--- src/rtl/imem_arbiter.sv ---
// Shares one single-port instruction BRAM between CPU fetch and a loader; fetch wins unless the loader has starved.
// Grants are combinational in the request cycle, and the response pulses exactly one cycle after the grant.
// A request is accepted only in its grant cycle; a requester that is not granted holds its request.
//
// Ports:
//   clk, rst                          clock and async active-high reset
//   fetch_req/addr -> fetch_gnt       CPU fetch request, accepted in the grant cycle
//   fetch_rvalid/rdata/err            fetch response, one cycle after the grant
//   load_req/we/addr/wdata -> load_gnt  loader read/write request
//   load_rvalid/rdata/err             loader response or write acknowledge
//   mem_en/we/addr/wdata, mem_rdata   BRAM port; read data is valid one cycle after mem_en
module imem_arbiter #(
    parameter int AW       = 12,
    parameter int MAX_WAIT = 4
) (
    input  logic          clk,
    input  logic          rst,
    input  logic          fetch_req,
    input  logic [31:0]   fetch_addr,
    output logic          fetch_gnt,
    output logic          fetch_rvalid,
    output logic [31:0]   fetch_rdata,
    output logic          fetch_err,
    input  logic          load_req,
    input  logic          load_we,
    input  logic [31:0]   load_addr,
    input  logic [31:0]   load_wdata,
    output logic          load_gnt,
    output logic          load_rvalid,
    output logic [31:0]   load_rdata,
    output logic          load_err,
    output logic          mem_en,
    output logic          mem_we,
    output logic [AW-1:0] mem_addr,
    output logic [31:0]   mem_wdata,
    input  logic [31:0]   mem_rdata
);

    typedef enum logic [1:0] {
        OWN_NONE  = 2'd0,
        OWN_FETCH = 2'd1,
        OWN_LOAD  = 2'd2
    } owner_e;

    localparam logic [3:0] MAX_WAIT_C = 4'(MAX_WAIT);

    owner_e     owner_q, owner_d;
    logic       legal_q, legal_d;
    logic       write_q, write_d;
    logic [3:0] wait_q, wait_d;

    logic       starve;
    logic       fetch_legal;
    logic       load_legal;
    logic [31:0] rsp_data;

    // Word aligned and inside the 4*2^AW byte window of the BRAM.
    function automatic logic addr_legal(input logic [31:0] a);
        return (a[1:0] == 2'b00) && (a[31:AW+2] == '0);
    endfunction

    assign fetch_legal = addr_legal(fetch_addr);
    assign load_legal  = addr_legal(load_addr);

    // The loader overtakes fetch once it has waited MAX_WAIT cycles; granting it
    // clears the counter, so the override lasts exactly one cycle.
    assign starve    = (wait_q >= MAX_WAIT_C);
    assign load_gnt  = !rst && load_req && (!fetch_req || starve);
    assign fetch_gnt = !rst && fetch_req && !load_gnt;

    // Illegal grants are still accepted and answered, but never touch the BRAM.
    assign mem_en    = (fetch_gnt && fetch_legal) || (load_gnt && load_legal);
    assign mem_we    = load_gnt && load_legal && load_we;
    assign mem_wdata = mem_we ? load_wdata : 32'h0;

    always_comb begin
        mem_addr = '0;
        if (load_gnt && load_legal) begin
            mem_addr = load_addr[AW+1:2];
        end else if (fetch_gnt && fetch_legal) begin
            mem_addr = fetch_addr[AW+1:2];
        end
    end

    always_comb begin
        owner_d = OWN_NONE;
        legal_d = 1'b0;
        write_d = 1'b0;
        if (fetch_gnt) begin
            owner_d = OWN_FETCH;
            legal_d = fetch_legal;
        end else if (load_gnt) begin
            owner_d = OWN_LOAD;
            legal_d = load_legal;
            write_d = load_we;
        end
        // Cannot overflow: at MAX_WAIT (<= 15) the loader is granted and the count clears.
        wait_d = (load_req && !load_gnt) ? wait_q + 4'd1 : 4'd0;
    end

    // Response owner/kind register; reset drops any in-flight response at once.
    always_ff @(posedge clk or posedge rst) begin
        if (rst) begin
            owner_q <= OWN_NONE;
            legal_q <= 1'b0;
            write_q <= 1'b0;
            wait_q  <= 4'd0;
        end else begin
            owner_q <= owner_d;
            legal_q <= legal_d;
            write_q <= write_d;
            wait_q  <= wait_d;
        end
    end

    // Only a legal read returns BRAM data; write acks and errors return zero.
    assign rsp_data = (legal_q && !write_q) ? mem_rdata : 32'h0;

    assign fetch_rvalid = (owner_q == OWN_FETCH);
    assign fetch_rdata  = fetch_rvalid ? rsp_data : 32'h0;
    assign fetch_err    = fetch_rvalid && !legal_q;

    assign load_rvalid  = (owner_q == OWN_LOAD);
    assign load_rdata   = load_rvalid ? rsp_data : 32'h0;
    assign load_err     = load_rvalid && !legal_q;

endmodule

--- config.mk ---
export PLATFORM = sky130hd
export DESIGN_NAME = imem_arbiter
export DESIGN_NICKNAME = d
export VERILOG_FILES = /design/src/rtl/imem_arbiter.sv
export SDC_FILE = /design/constraint.sdc
export NUM_CORES = 1
export LEC_CHECK = 0
export CORE_AREA = 3 3 96 98
export DETAILED_ROUTE_END_ITERATION = 10
export DIE_AREA = 0 0 99 101
export PLACE_DENSITY = 0.72
export SLEW_MARGIN = 5
export SYNTH_ARGS = -nofsm -noshare
export SYNTH_HDL_FRONTEND = slang
export SYNTH_SLANG_ARGS = --single-unit
export TNS_END_PERCENT = 100
--- constraint.sdc ---
create_clock -name clk -period 5.8 [get_ports clk]
set_input_delay 0.87 -clock clk [delete_from_list [all_inputs] [get_ports clk]]
set_output_delay 0.87 -clock clk [all_outputs]
set_load 0.02 [all_outputs]
==> results.json <==
{
  "status": "completed",
  "reg2reg_from": "wait_q[2]$_DFF_PP0_",
  "final_cell_mix": "248 x clkdlybuf4s50_1, 65 x and2_1, 45 x nand2_1",
  "wl_um": 8610,
  "syn2layout_area_growth_pct": 157,
  "grt_util_all_layers_pct": 15.5,
  "h-tree-depth": 1,
  "p_leak_uw": 0.00142,
  "io_buffers": 248,
  "ys_types": 23,
  "diodes": 0,
  "hold_depth": 1,
  "power_switching_uw": 58.4,
  "fmax_mhz": 222,
  "synth-seq-cells": 8,
  "p_per_area_mw_per_mm2": 58.9,
  "routedWlPerCell_um": 14.8,
  "dieArea_mm2": 0.0100,
  "ir_drop_v": 0.0000724,
  "route.detailed.drc": 0,
  "synth_fp_nets": 377,
  "drv_slew": 0,
  "syn_area_mm2": 0.00165,
  "fin_tns_setup_ps": 0,
  "hp-start": "wait_q[0]$_DFF_PP0_",
  "floorplan.die.height_um": 101,
  "reg2regPathDepth": 3,
  "syn_avg_cell_area_um2": 6.79,
  "seq_area_frac_synth_pct": 12.1,
  "antenna_left": 0,
  "antenna_found_initial": 0,
  "cts_tree": "yes",
  "routed-via-count": 2582,
  "hold_buffers": 0,
  "pwr-share-comb_pct": 49.6,
  "syn_inst": 243,
  "r2r_setup_slack_ps": 3840,
  "final_common_cell": "clkdlybuf4s50_1",
  "grt_start_max_net_pins": 48,
  "end_kind": "output pin",
  "drtPass1Iterations": 4,
  "crit_type": "primary input to output pin",
  "cp.arrival_ps": 3640,
  "hold_path_end": "wait_q[0]$_DFF_PP0_",
  "clk_pin_slew_ps": 40,
  "worstSetupStartpointType": "primary input",
  "worstPathRequired_ps": 4930,
  "drive_above_1_share_pct": 9.07,
  "die_x_um": 99,
  "cts_buffers": 3,
  "worst_slack_ps": 1290,
  "synth_warnings": 0,
  "dp_cells": 579,
  "postCtsResizedCells": 0,
  "hpwl_um": 7240,
  "post-route-min-period_ps": 4510,
  "hold_viol_final": 0,
  "grt_pass1_wl_um": 12700,
  "clkSinkCount": 8,
  "tightest_slew_ps": 1100,
  "crit_path_max_fanout": 47,
  "rows": 34,
  "min_period_over_period_pct": 77.8,
  "clock_power_share_pct": 26.5,
  "pre_cts_slack_ps": 1300,
  "drtIter0Drc": 48,
  "io_pins": 249,
  "grt-ovfl-total": 0,
  "grt_pass1_vias": 2399,
  "hold_path.class": "flop to flop",
  "relSlewSlack_pct": 26.5,
  "power_frac_seq_pct": 23.8,
  "root_buffer": "clkbuf_8",
  "fin_nets": 610,
  "crit_start": "load_addr[0]",
  "start_util_pct": 19.3,
  "cts_setup_buffers": 0,
  "switching_share_pct": 23.4,
  "viasPerCell": 4.44,
  "fin_cells": 582,
  "p_int_uw": 191,
  "clock_skew_ps": 4.54,
  "rsz0062_at_grt": "false",
  "cts_max_path_buffers": 2,
  "setup_viol": 0,
  "coreArea_mm2": 0.00855,
  "gp_routability_congestion": 0.762,
  "timing.rr.end": "legal_q$_DFF_PP0_",
  "cap_violations": 0,
  "insertion_delay_ps": 230
}
cells in the mapped netlist (all sizes together):
| cell | number | share of area [%] |
|---|---|---|
| nor3 | 34 | 19 |
| o21ai | 2 | 0.61 |
| nor4 | 8 | 3.0 |
| or4 | 3 | 1.6 |
| xor2 | 1 | 0.53 |
| dfrtp | 8 | 12 |
| buf | 5 | 3.4 |
| nor3b | 1 | 0.46 |
| nand2 | 45 | 10 |
| nand4 | 13 | 4.9 |
| nor2 | 10 | 2.3 |
| inv | 5 | 1.1 |
| nor2b | 1 | 0.38 |
| nand3 | 3 | 0.91 |
| nand2b | 4 | 1.5 |
| clkbuf | 19 | 4.3 |
| o32ai | 12 | 6.4 |
| ha | 1 | 0.76 |
| o22ai | 2 | 0.76 |
| xnor2 | 1 | 0.53 |
| and2 | 65 | 25 |
kinds of logic (layout without fill, tap and decap cells):
logic type	after synthesis	after routing	synth area share, %
flops	8	8	12.1
compound gates	16	16	7.74
fa+ha+maj	1	1	0.759
simple gates	187	187	69.4
buf+inv	29	260	8.88
xor+xnor	2	2	1.06
registers in the layout, indices dropped and copies added (netlist names):
signal / count
wait_q: 4
owner_q: 2
legal_q: 1
write_q: 1
worst max-delay path: stages:
cell and delay (ps):
clkdlybuf4s50_1 380, or4_1 510, or4_4 800, o32ai_1 400, clkdlybuf4s50_1 660
power groups by stage:
stage	Sequential [uW]	Clock [uW]	Combinational, uW
after CTS	59.6	70.2	125
after global routing	59.9	69.9	133
after detailed placement	60.3	0	124
after floorplan	60.0	0	23.7
final	59.6	66.3	124
after global placement	60.1	0	123
per-layer routing:
layer / global-route usage (%) / routed length [um] / up-vias
li1: - / - / 1297
met1: 18.0 / 3220 / 1136
met5: 0 / 0 / -
met3: 3.81 / 765 / 11
met4: 3.36 / 109 / 0
met2: 28.6 / 4510 / 138
metrics by stage:
step                hold slack, ps  area (um2)  utilization, %  total power, uW
finish                         465        4240            49.6              250
global route                   502        4240            49.6              262
CTS                            467        4240            49.6              255
detailed placement             462        4200            49.1              185
global placement               445        4200            49.1              183
floorplan                      433        1650               -             83.7
worst max-delay path by stage:
stage | endpoint | slack, ps
after floorplan | mem_addr[0] | 2270
after global placement | mem_addr[7] | 1320
after detailed placement | mem_addr[7] | 1300
after CTS | mem_addr[7] | 1300
after global routing | mem_addr[7] | 1170
final | mem_addr[9] | 1290
area by class of cell:
| type | instances | area (um2) |
|---|---|---|
| inverter | 5 | 18.8 |
| multi-input combinational | 206 | 1330 |
| sequential | 8 | 200 |
| tap | 108 | 135 |
| timing repair buffer | 252 | 2510 |
| fill | 825 | 4310 |
| clock buffer | 3 | 41.3 |
No activity file was read; power rests on OpenSTA's default activity.
